**src/rtl/i2c_pkg.sv**
```systemverilog
// Shared opcodes, FSM encodings and command-decode helpers for the I2C
// transaction sequencer.
package i2c_pkg;

    localparam logic [2:0] OP_START   = 3'd0;
    localparam logic [2:0] OP_WRITE   = 3'd1;
    localparam logic [2:0] OP_READ    = 3'd2;
    localparam logic [2:0] OP_RESTART = 3'd3;
    localparam logic [2:0] OP_STOP    = 3'd4;

    typedef enum logic [3:0] {
        IDLE, START, DEV_W, REG, DATA, RSTART, DEV_R, READ, STOP, RESP
    } seq_state_e;

    typedef enum logic {ISSUE, WAIT} seq_phase_e;

    function automatic logic [2:0] op_of(input seq_state_e s);
        case (s)
            START:                    return OP_START;
            DEV_W, REG, DATA, DEV_R:  return OP_WRITE;
            RSTART:                   return OP_RESTART;
            READ:                     return OP_READ;
            STOP:                     return OP_STOP;
            default:                  return OP_START;
        endcase
    endfunction

    function automatic logic [7:0] byte_of(input seq_state_e s, input logic [6:0] dev,
                                           input logic [7:0] ra, input logic [7:0] wd);
        case (s)
            DEV_W:   return {dev, 1'b0};
            REG:     return ra;
            DATA:    return wd;
            DEV_R:   return {dev, 1'b1};
            default: return 8'h00;
        endcase
    endfunction

    // Successor on a clean completion; NACK redirection is handled by the caller.
    function automatic seq_state_e next_of(input seq_state_e s, input logic rw);
        case (s)
            START:   return DEV_W;
            DEV_W:   return REG;
            REG:     return rw ? RSTART : DATA;
            DATA:    return STOP;
            RSTART:  return DEV_R;
            DEV_R:   return READ;
            READ:    return STOP;
            default: return RESP;
        endcase
    endfunction

endpackage

```
**src/rtl/i2c_seq_wdog.sv**
```systemverilog
// Per-command watchdog: restarts on each command handshake, counts while the
// sequencer waits for completion, and flags the terminal-count cycle.
module i2c_seq_wdog #(
    parameter int LIMIT = 4096
) (
    input  logic i_clk,
    input  logic i_rst,
    input  logic i_clr,
    input  logic i_en,
    output logic o_expire
);

    logic [15:0] r_cnt;

    always_ff @(posedge i_clk) begin
        if (i_rst || i_clr) begin
            r_cnt <= '0;
        end else if (i_en) begin
            r_cnt <= r_cnt + 16'd1;
        end
    end

    // First wait cycle sees 0, so the LIMIT-th wait cycle is the terminal one.
    assign o_expire = i_en && (r_cnt == 16'(LIMIT - 1));

endmodule

```
**src/rtl/i2c_txn_sequencer.sv**
```systemverilog
// Expands single-byte register read/write requests into START/addr/reg/
// RESTART/data/STOP commands for a byte-level I2C master.
// Optional watchdog abort enabled by defining I2C_SEQ_TIMEOUT_EN.
module i2c_txn_sequencer
    import i2c_pkg::*;
#(
    parameter int OP_W           = 3,
    parameter int TIMEOUT_CYCLES = 4096
) (
    input  logic            clk,
    input  logic            rst,
    input  logic            req_valid,
    output logic            req_ready,
    input  logic            req_rw,
    input  logic [6:0]      req_dev_addr,
    input  logic [7:0]      req_reg_addr,
    input  logic [7:0]      req_wdata,
    output logic            rsp_valid,
    input  logic            rsp_ready,
    output logic [7:0]      rsp_rdata,
    output logic            rsp_nack,
    output logic            rsp_timeout,
    output logic            cmd_valid,
    input  logic            cmd_ready,
    output logic [OP_W-1:0] cmd_op,
    output logic [7:0]      cmd_byte,
    output logic            cmd_read_nack,
    input  logic            done_valid,
    input  logic            done_ack,
    input  logic [7:0]      done_rdata
);

    if (OP_W < 3 || TIMEOUT_CYCLES < 2) begin : g_param_chk
        $error("i2c_txn_sequencer: need OP_W >= 3 and TIMEOUT_CYCLES >= 2");
    end

    seq_state_e      r_state;
    seq_phase_e      r_phase;
    logic            r_rw;
    logic [6:0]      r_dev;
    logic [7:0]      r_reg;
    logic [7:0]      r_wdata;
    logic            r_cmd_valid;
    logic [OP_W-1:0] r_cmd_op;
    logic [7:0]      r_cmd_byte;
    logic            r_read_nack;
    logic            r_rsp_valid;
    logic [7:0]      r_rsp_rdata;
    logic            r_rsp_nack;

    logic            w_req_ready;
    logic            w_nack;
    seq_state_e      w_next;
    logic            w_timeout;

    assign w_req_ready = (r_state == IDLE) && !r_rsp_valid;
    assign w_nack      = (op_of(r_state) == OP_WRITE) && !done_ack;
    assign w_next      = w_nack ? STOP : next_of(r_state, r_rw);

`ifdef I2C_SEQ_TIMEOUT_EN
    logic w_expire;
    logic r_rsp_timeout;

    i2c_seq_wdog #(.LIMIT(TIMEOUT_CYCLES)) u_wdog (
        .i_clk    (clk),
        .i_rst    (rst),
        .i_clr    (r_cmd_valid && cmd_ready),
        .i_en     (r_phase == WAIT),
        .o_expire (w_expire)
    );

    assign w_timeout = w_expire;

    always_ff @(posedge clk) begin
        if (rst) begin
            r_rsp_timeout <= 1'b0;
        end else if (r_state == RESP && rsp_ready) begin
            r_rsp_timeout <= 1'b0;
        end else if (w_timeout && !done_valid) begin
            r_rsp_timeout <= 1'b1;
        end
    end

    assign rsp_timeout = r_rsp_timeout;
`else
    assign w_timeout   = 1'b0;
    assign rsp_timeout = 1'b0;
`endif

    always_ff @(posedge clk) begin
        if (rst) begin
            r_state     <= IDLE;
            r_phase     <= ISSUE;
            r_rw        <= 1'b0;
            r_dev       <= '0;
            r_reg       <= '0;
            r_wdata     <= '0;
            r_cmd_valid <= 1'b0;
            r_cmd_op    <= '0;
            r_cmd_byte  <= '0;
            r_read_nack <= 1'b0;
            r_rsp_valid <= 1'b0;
            r_rsp_rdata <= '0;
            r_rsp_nack  <= 1'b0;
        end else begin
            r_read_nack <= 1'b1;
            case (r_state)
                IDLE: begin
                    if (req_valid && w_req_ready) begin
                        r_rw        <= req_rw;
                        r_dev       <= req_dev_addr;
                        r_reg       <= req_reg_addr;
                        r_wdata     <= req_wdata;
                        r_state     <= START;
                        r_phase     <= ISSUE;
                        r_cmd_valid <= 1'b1;
                        r_cmd_op    <= OP_W'(OP_START);
                        r_cmd_byte  <= 8'h00;
                    end
                end
                RESP: begin
                    if (rsp_ready) begin
                        r_state     <= IDLE;
                        r_rsp_valid <= 1'b0;
                        r_rsp_rdata <= '0;
                        r_rsp_nack  <= 1'b0;
                    end
                end
                default: begin
                    if (r_phase == ISSUE) begin
                        if (cmd_ready) begin
                            r_phase     <= WAIT;
                            r_cmd_valid <= 1'b0;
                        end
                    end else if (done_valid) begin
                        if (r_state == READ) r_rsp_rdata <= done_rdata;
                        if (w_nack) r_rsp_nack <= 1'b1;
                        r_phase <= ISSUE;
                        r_state <= w_next;
                        if (w_next == RESP) begin
                            r_rsp_valid <= 1'b1;
                        end else begin
                            r_cmd_valid <= 1'b1;
                            r_cmd_op    <= OP_W'(op_of(w_next));
                            r_cmd_byte  <= byte_of(w_next, r_dev, r_reg, r_wdata);
                        end
                    end else if (w_timeout) begin
                        // Bus state is unknown after a hang, so no STOP is attempted.
                        r_state     <= RESP;
                        r_phase     <= ISSUE;
                        r_rsp_valid <= 1'b1;
                        r_rsp_rdata <= '0;
                    end
                end
            endcase
        end
    end

    assign req_ready     = w_req_ready;
    assign rsp_valid     = r_rsp_valid;
    assign rsp_rdata     = r_rsp_rdata;
    assign rsp_nack      = r_rsp_nack;
    assign cmd_valid     = r_cmd_valid;
    assign cmd_op        = r_cmd_op;
    assign cmd_byte      = r_cmd_byte;
    assign cmd_read_nack = r_read_nack;

endmodule

```
**config.mk**
```make
export PLATFORM = sky130hd
export DESIGN_NAME = i2c_txn_sequencer
export DESIGN_NICKNAME = d
export VERILOG_FILES = /design/src/rtl/i2c_pkg.sv /design/src/rtl/i2c_seq_wdog.sv /design/src/rtl/i2c_txn_sequencer.sv
export SDC_FILE = /design/constraint.sdc
export NUM_CORES = 1
export LEC_CHECK = 0
export CAP_MARGIN = 5
export CORE_MARGIN = 5
export CORE_UTILIZATION = 40
export DETAILED_ROUTE_END_ITERATION = 12
export GPL_TIMING_DRIVEN = 0
export MAX_ROUTING_LAYER = met4
export PLACE_DENSITY_LB_ADDON = 0.15
export REMOVE_ABC_BUFFERS = 1
export SKIP_CTS_REPAIR_TIMING = 1
export SYNTH_ARGS = -nofsm -noshare
export SYNTH_HDL_FRONTEND = slang
export SYNTH_SLANG_ARGS = --single-unit
```
**constraint.sdc**
```tcl
create_clock -name clk -period 3.3 [get_ports clk]
set_input_delay 0.33 -clock clk [delete_from_list [all_inputs] [get_ports clk]]
set_output_delay 0.33 -clock clk [all_outputs]
set_load 0.05 [all_outputs]
```
-- Yosys cells after proc, flatten, opt, wreduce, memory -nomap -nowiden
Memory sizes are Yosys's and may differ from the RTL's. A register that Yosys moved wholly into a read port is not among the register bits.
Index checks and enable logic that the tools add are counted.
- register bits: 52
- latch bits: 0
- bits in writable memories: 0
- ROM bits: 96
- bits of input ports: 39
- output and inout bits: 25
- word-level logic and storage cells: 108
- memories: 2
- add/sub/neg operators: 0
- $mul: 0
- div/mod/pow operators: 0
- $lt $le $gt $ge: 0
- equality and inequality tests: 19
- shift operators: 0
- multiplexer cells: 47
- bitwise gates (word level): 2
- reduce and logical (&&, ||, !) cells: 25
- memory list (memory ; words ; bits a word ; rd ports ; clocked after Yosys merged registers in ; wr ports ; line ; RTL):
    (no name shown) ; 16 ; 3 ; 1 ; 0 ; 0 ; i2c_pkg.sv:18 ; case (s)
    (no name shown) ; 16 ; 3 ; 1 ; 1 ; 0 ; i2c_pkg.sv:18 ;
- operators by type and width (kind ; number):
    $mux 8 ; 8
    $pmux 8 s2 ; 2
    $pmux 8 s4 ; 1
    $mux 4 ; 7
    $reduce_and 5->1 ; 5
    $eq 4x3->1 const B ; 6
    $pmux 4 s6 ; 1
    $mux 1 ; 18
    $eq 4x2->1 const B ; 4
    $reduce_bool 2->1 ; 7
    $mux 3 ; 4
    $reduce_bool 3->1 ; 3
    $eq 4x4->1 const B ; 2
    $pmux 1 s2 ; 4
    $pmux 4 s2 ; 1
    $pmux 3 s2 ; 1
    $eq 4x1->1 const B ; 1
    $logic_not 4->1 ; 1
    $ne 2x2->1 const B ; 2
    $reduce_and 2->1 ; 2
    $reduce_and 4->1 ; 1
    $eq 3x1->1 const B ; 1
    $logic_and 1x1->1 ; 3
    $ne 3x2->1 const B ; 1
    other kinds (5) ; 7

-- Longest topological paths before layout
- depth after elaboration: 10
- gate-level depth with buffers: 9
- gate-level depth less buffers: 5

-- Worst setup path after synthesis
No wires, ideal clock.
- kind: register -> register
- from: reg r_state[0]
- to: reg r_cmd_byte[0], in the netlist cmd_byte[0]
- library setup time: 0.068 ns
- arrival time: 2.332 ns
- data required time: 3.232 ns
- slack: 0.900 ns
- cell stages (with the launch flop): 10
- buffers on the path: 4
- period minus slack after synthesis: 2.400 ns
- path through: dfxtp_1 -> buf_6 -> or4_4 -> buf_6 -> nand2b_4 -> buf_6 -> a221o_1 -> or3_1 -> buf_6 -> o2bb2ai_2
- word-level cells in the longest chain between the ends: 10
- elaborated cells between the ends (all ways): 30
- ends and longest elaborated chain (element ; line ; RTL):
    start, declared ; i2c_txn_sequencer.sv:37 ; seq_state_e r_state;
    start signal, assigned ; i2c_txn_sequencer.sv:139 ; r_state <= w_next;
    $eq 4x3->1 ; i2c_pkg.sv:41 ; case (s)
    $reduce_or 2->1 (no line) ; - ;
    $pmux 4 s6 ; i2c_pkg.sv:41 ;
    $mux 4 ; i2c_txn_sequencer.sv:58 ; assign w_next = w_nack ? STOP : next_of(r_state, r_rw);
    $eq 4x3->1 / $eq 4x2->1 (equally long branches) ; i2c_pkg.sv:30 ; case (s)
    $pmux 8 s4 ; i2c_pkg.sv:30 ;
    $mux 8 ; i2c_txn_sequencer.sv:140 ; if (w_next == RESP) begin
    $mux 8 ; i2c_txn_sequencer.sv:135 ; end else if (done_valid) begin
    $mux 8 ; i2c_txn_sequencer.sv:130 ; if (r_phase == ISSUE) begin
    $pmux 8 s2 ; i2c_txn_sequencer.sv:107 ; case (r_state)
    end signal, assigned ; i2c_txn_sequencer.sv:145 ; r_cmd_byte <= byte_of(w_next, r_dev, r_reg, r_wdata);
    end, declared ; i2c_txn_sequencer.sv:45 ; logic [7:0] r_cmd_byte;
Several ways; a longest one is shown, not always the timed one. The select of a mux whose other input is x is not followed.
A chain may end at the register's enable or synchronous reset.

-- Worst setup path in the final report
- from: reg r_state[3]
- to: reg r_cmd_byte[3], in the netlist cmd_byte[3]
Same word-level chain as after synthesis.

==> impl_metrics.env <==
export IMPL_yosys_top_cells_count="nand2_1, dfxtp_1, a21oi_1"
export IMPL_cts_tree="done"
export IMPL_dieWidth_um=88.6
export IMPL_antenna_found_initial=0
export IMPL_die_area_um2=7840
export IMPL_layout_drive_gt1_share=0.0799
export IMPL_p_switching_mw=0.511
export IMPL_io_pins=64
export IMPL_clk_pin_slew_worst_paths_ns=0.09
export IMPL_clkPwrFrac=0.247
export IMPL_grt_pass1_wl_um=9680
export IMPL_n_antenna_cell=0
export IMPL_hold_slack_ns=0.455
export IMPL_synth_most_common_cell="nand2_1"
export IMPL_clockBufferDepth=2
export IMPL_peakVddDrop_mv=0.281
export IMPL_intPower_mw=1.07
export IMPL_synthTopCellsByArea="dfxtp_1, nand2_1, a21oi_1"
export IMPL_worstPathCellList="nor4bb_1 -> a221o_1 -> and2_0 -> o2bb2ai_2"
export IMPL_design_area_um2=3180
export IMPL_numCtsBuffers=5
export IMPL_wirelength_um=5830
export IMPL_synthCells=289
export IMPL_critPathMaxStageDelay_ns=0.92
export IMPL_drt_wirelength_per_cell_um=14.1
export IMPL_syn_to_final_growth_pct=28.7
export IMPL_cap_viol_max_count=0
export IMPL_postRouteAntennaNets=0
export IMPL_holdCritPathClass="flip-flop to flip-flop"
export IMPL_seqPwrFrac=0.487
export IMPL_rows=28
export IMPL_clk_latency_ns=0.31
export IMPL_drtIter0Drc=139
export IMPL_place_area_um2=3080
export IMPL_crit_path_end_kind="flip-flop"
export IMPL_cellPowerDensity_nw_per_um2=497
export IMPL_globalplace_congestion=0.808
export IMPL_p_comb_frac=0.267
export IMPL_cp_slowest_cell="nor4bb_1"
export IMPL_dieHeight_um=88.6
export IMPL_fmax_ghz=0.339
export IMPL_dpl_hpwl_um=4000
export IMPL_grt_max_degree=47
export IMPL_synth_seq_cells=55
export IMPL_htree_levels=2
export IMPL_dr_pass1_iters=4
export IMPL_yosysUniqueCellTypes=49
export IMPL_nets=376
export IMPL_coreArea_um2=5960
export IMPL_grt_overflow=0
export IMPL_final_setup_tns_ns=0
export IMPL_slew_limit_headroom=0.339
export IMPL_yosys_area_share_simple=0.212
export IMPL_postSynth_asyncResetShare=0
export IMPL_port_buffers=62
export IMPL_cp_max_fo=20
export IMPL_yosys_area_top_type="dfxtp_1"
export IMPL_fin_crit_sh=0.895
export IMPL_synth_edf_count=0
export IMPL_synthFlopType="dfxtp_1"
export IMPL_critPathKind="flip-flop to flip-flop"
export IMPL_crit_path_start_kind="flip-flop"
export IMPL_synth_xor_xnor_area_share=0
export IMPL_avgViaCountPerCell=5.19
export IMPL_synth_top_family_by_area="compound AO/OA/AOI/OAI gates"
export IMPL_clock_sinks=55
export IMPL_syn_cell_area_um2=2470
export IMPL_synth_top_area_frac=0.446
export IMPL_via_count=2145
export IMPL_yosysSeqAreaShare=0.446
export IMPL_ys_warnings_count=0
export IMPL_muxShareOfSynthArea=0.00811
export IMPL_grt_pass1_vias=2017
export IMPL_worstPathArrival_ns=3.19
export IMPL_period_needed_ns=2.95
export IMPL_p_leak_nw=1.11
export IMPL_drc=0
export IMPL_synth_compound_area_frac=0.275
export IMPL_synth_adder_area_share=0
export IMPL_finalHoldViolCount=0
export IMPL_syn_area_per_cell_um2=8.54
export IMPL_root_buffer="clkbuf_8"
export IMPL_cp_required_ns=3.54
export IMPL_drv_slew=0
export IMPL_fin_skew_ns=0.00829
export IMPL_rsz0062_at_grt="no"
export IMPL_tightest_slew_ns=0.978
export IMPL_p_sw_frac=0.324
export IMPL_status="completed"
export IMPL_grt_total_usage=0.161
export IMPL_setup_violations=0
export IMPL_start_util=0.414
## final cells by class
class	instances	area (um2)
inverters	3	11.3
flip-flops and latches	55	1100
repair buffers	66	646
clock inverters	1	8.76
clock buffers	7	86.3
fillers	582	2780
well taps	75	93.8
multi-input cells	206	1230
## routing by layer
metal	part of all wire	vias to the layer above	wire, um	global-route usage
li1	-	1115	-	-
met1	0.49	971	2860	0.218
met2	0.44	52	2590	0.246
met3	0.052	7	304	0.0307
met4	0.013	0	74	0.0440
met5	0	-	0	-
## through the flow
step	instances	power, mW	setup slack, ns	utilization
after detailed placement	404	1.20	0.350	0.517
after global placement	401	1.19	0.230	0.513
final	413	1.58	0.346	0.533
after floorplan	264	1.04	0.830	-
after CTS	412	1.60	0.335	0.533
after global routing	413	1.68	0.0388	0.533
## power groups by stage
stage	clock network (mW)	registers, mW	logic (mW)
floorplan	0	0.791	0.251
global placement	0	0.782	0.408
detailed placement	0	0.783	0.421
CTS	0.406	0.768	0.422
global route	0.441	0.779	0.465
finish	0.390	0.768	0.421
## logic make-up (layout without fill, tap and decap cells)
kind of cell,Yosys count,after routing
AND/OR/NAND/NOR,109,109
AO/OA/AOI/OAI,94,94
flip-flops,55,55
buffers and inverters,28,77
multiplexers,2,2
other,1,1
## worst paths after layout
kind | start | to | cells past startpoint | slack [ns]
worst min-delay path | cmd_op[0] | cmd_op[0] | 2 | 0.45
worst min register to register | cmd_op[0] | cmd_op[0] | 2 | 0.45
worst max-delay path | r_state[3] | cmd_byte[3] | 4 | 0.35
worst max register to register | r_state[3] | cmd_byte[3] | 4 | 0.35
## critical path, delay by kind of cell (launching register included)
kind / cells / cell delay [ns]
simple gates: 2 / 1.57
compound gates: 2 / 0.57
flops: 1 / 0.74
## cell usage in the layout, fill, tap and decap left out, drive strengths merged, types with 4 or more instances in the layout
cell type,n
a22oi,10
o21ai,6
a21oi,43
clkdlybuf4s50,61
clkbuf,7
nand2b,4
and2,4
buf,5
and3,5
dfxtp,55
nor2b,5
nand2,58
a22o,8
nor2,18
o2bb2ai,8
Power figures use the tool's default switching activity.
==> edit, RTL diff (config.mk and constraints unchanged) <==
The option `I2C_SEQ_TIMEOUT_EN` is turned on by a define.
--- a/src/rtl/i2c_txn_sequencer.sv
+++ b/src/rtl/i2c_txn_sequencer.sv
@@ -1,6 +1,8 @@
 // Expands single-byte register read/write requests into START/addr/reg/
 // RESTART/data/STOP commands for a byte-level I2C master.
 // Optional watchdog abort enabled by defining I2C_SEQ_TIMEOUT_EN.
+`define I2C_SEQ_TIMEOUT_EN
+
 module i2c_txn_sequencer
     import i2c_pkg::*;
 #(
Behaviour: no difference found for any inputs over 10 cycles, from zero or initial values and one cycle with rst high; that may be too few to reach the edited logic, so the function may still have changed.
==> edit against the original RTL <==
Non-clock buffer count fell by 2; critical path type is now reg2out; design area rose by 32%; worst setup slack got worse by 0.0016 ns; wire length rose by 38%; highest routed layer unchanged; synthesized area rose by 33%; power rose by 89%; sequential cell count rose by 17; maximum frequency barely moved.
==> edit: results (changes against the original RTL) <==
| Metric | Value |
|---|---|
| Reg-to-Reg Start | r_state[0]$_SDFFE_PP0N_ |
| Hold path endpoint | rsp_rdata[1]$_SDFFE_PP0P_ |
| Max reg flops | 16 |
| H-Tree Level Count | 3 (+1) |
| Drt pass-1 iters | 5 (+1) |
| Routed WL | 8070 um (+38%) |
| Worst Max-Slew Pin Slew | 0.934 ns (-0.0446 ns) |
| Fin util | 0.520 (-0.0136) |
| Area post-placement | 3960 um^2 (+29%) |
| Worst-Skew Late Latency | 0.35 ns (+0.04 ns) |
| Adder-cell share of the synthesized area | 0.00381 (+0.00381) |
| Vias in the first global route | 2845 (+41%) |
| Non-Filler Instances | 570 (+38%) |
| Synth cell types | 51 (+4.1%) |
| R2r setup slk | approximately 0.36 ns |
| Compound-Gate Fraction of Synth Area | 0.203 (-0.0725) |
| Outcome | complete, no violations |
| Clk_skew | 0.00750 ns (-0.000786 ns) |
| Share of cells above drive strength 1 | 0.0645 (-0.0154) |
| Total number of vias | 3070 (+43%) |
| R2R cell count | 6 (+2) |
| DPL Wire Length | 5490 um (+37%) |
| Port Buf Inserts | 63 (+1.6%) |
| Worst hold margin | 0.452 ns (-0.00304 ns) |
| Top cells by count, synth | nand2_1 (81), dfxtp_1 (72), a21oi_1 (46) |
| Post-synthesis mux area share | 0.00610 (-0.00201) |
| Clock buffer count from CTS | 9 (+4) |
| Most used flip-flop cell after synthesis | dfxtp_1 |
| Iter 0 DRT Violations | 265 (+91%) |
| Min-delay src | rsp_rdata[1]$_SDFFE_PP0P_ |
| Total track usage | 0.169 (+0.00838) |
| Leakage | 0.00151 uW (+36%) |
| Instance count of the mapped netlist | 410 (+42%) |
| Synth top area cells | dfxtp_1 (44%), nand2_1 (9.3%), a21oi_1 (7.0%), nor2_1 (4.3%), and3_1 (3.0%) |
| Reg clk slew, reported paths | around 0.08 ns |
| First-pass GRT wire length | 13500 um (+40%) |
| Xor-xnor portion of the synthesized cell area | 0.0347 (+0.0347) |
| Arr. time, crit path | 2.63 ns (-0.56 ns) |
| Slowest CP cell | clkdlybuf4s50_1 |
| CP peak stage delay | 0.81 ns (-0.11 ns) |
| Pin count of the biggest net entering global routing | 44 (-6.4%) |
| VDD IR max | 0.345 mV (+23%) |
| Nets | 500 (+33%) |
| Routability Congestion | 0.835 (+3.3%) |
| FILL cells | 816 (+40%) |
| Sequential area share after synthesis | 0.439 (-0.00716) |
| Post-placement cell count | 554 (+37%) |
[edit: how the worst max path moves through the flow]
stage | from | endpoint | slack (ns) | cells after the start
2_1_floorplan | r_state[0]$_SDFFE_PP0N_ | flip-flop | 0.51 | 5
3_3_place_gp | r_state[0]$_SDFFE_PP0N_ | flip-flop | -0.17 | 5
3_5_place_dp | done_ack | cmd_byte[6]$_SDFFE_PP0P_ | 0.24 | 6
4_1_cts | r_state[0]$_SDFFE_PP0N_ | req_ready | 0.33 | 3
5_1_grt | r_state[0]$_SDFFE_PP0N_ | flip-flop | 0.08 | 6
6_report | r_state[0]$_SDFFE_PP0N_ | req_ready | 0.34 | 3
[edit: cell families after synthesis]
family / Yosys count
AOI/OAI and AO/OA: 97
xor gates and xnor gates: 13
adders and majority gates: 1
buffers and inverters: 35
DFF: 72
muxes: 2
and+or+nand+nor: 190
[edit: worst max-delay path: cells and delay by family (launching register included)]
family	cells	cell delay [ns]
simple gates	2	0.93
flops	1	0.54
buf+inv	1	0.81
[edit: where the power goes]
group	total (uW)	leakage [uW]	internal, uW	switching, uW
clock	841	0.000119	503	338
combinational	1030	0.000809	381	651
sequential	1100	0.000585	974	128
[edit: per-layer routing]
| layer | track usage | wire length [um] | vias up |
|---|---|---|---|
| li1 | - | - | 1542 |
| met2 | 0.270 | 3960 | 69 |
| met5 | - | 0 | - |
| met3 | 0.0443 | 414 | 12 |
| met1 | 0.209 | 3570 | 1447 |
| met4 | 0.0539 | 119 | 0 |
[edit: area by class of cell]
type | instances | share of cell area
inverters | 10 | 0.00892
repair buffers | 64 | 0.152
flip-flops and latches | 72 | 0.343
multi-input cells | 303 | 0.407
clock inverters | 7 | 0.0286
well taps | 105 | 0.0312
clock buffers | 9 | 0.0294
[edit: stage by stage]
stage	total power, uW	setup slack (ns)
after floorplan	1810	0.506
after global placement	2120	-0.173
after detailed placement	2150	0.238
after CTS	3000	0.335
after global routing	3170	0.0801
final	2980	0.345
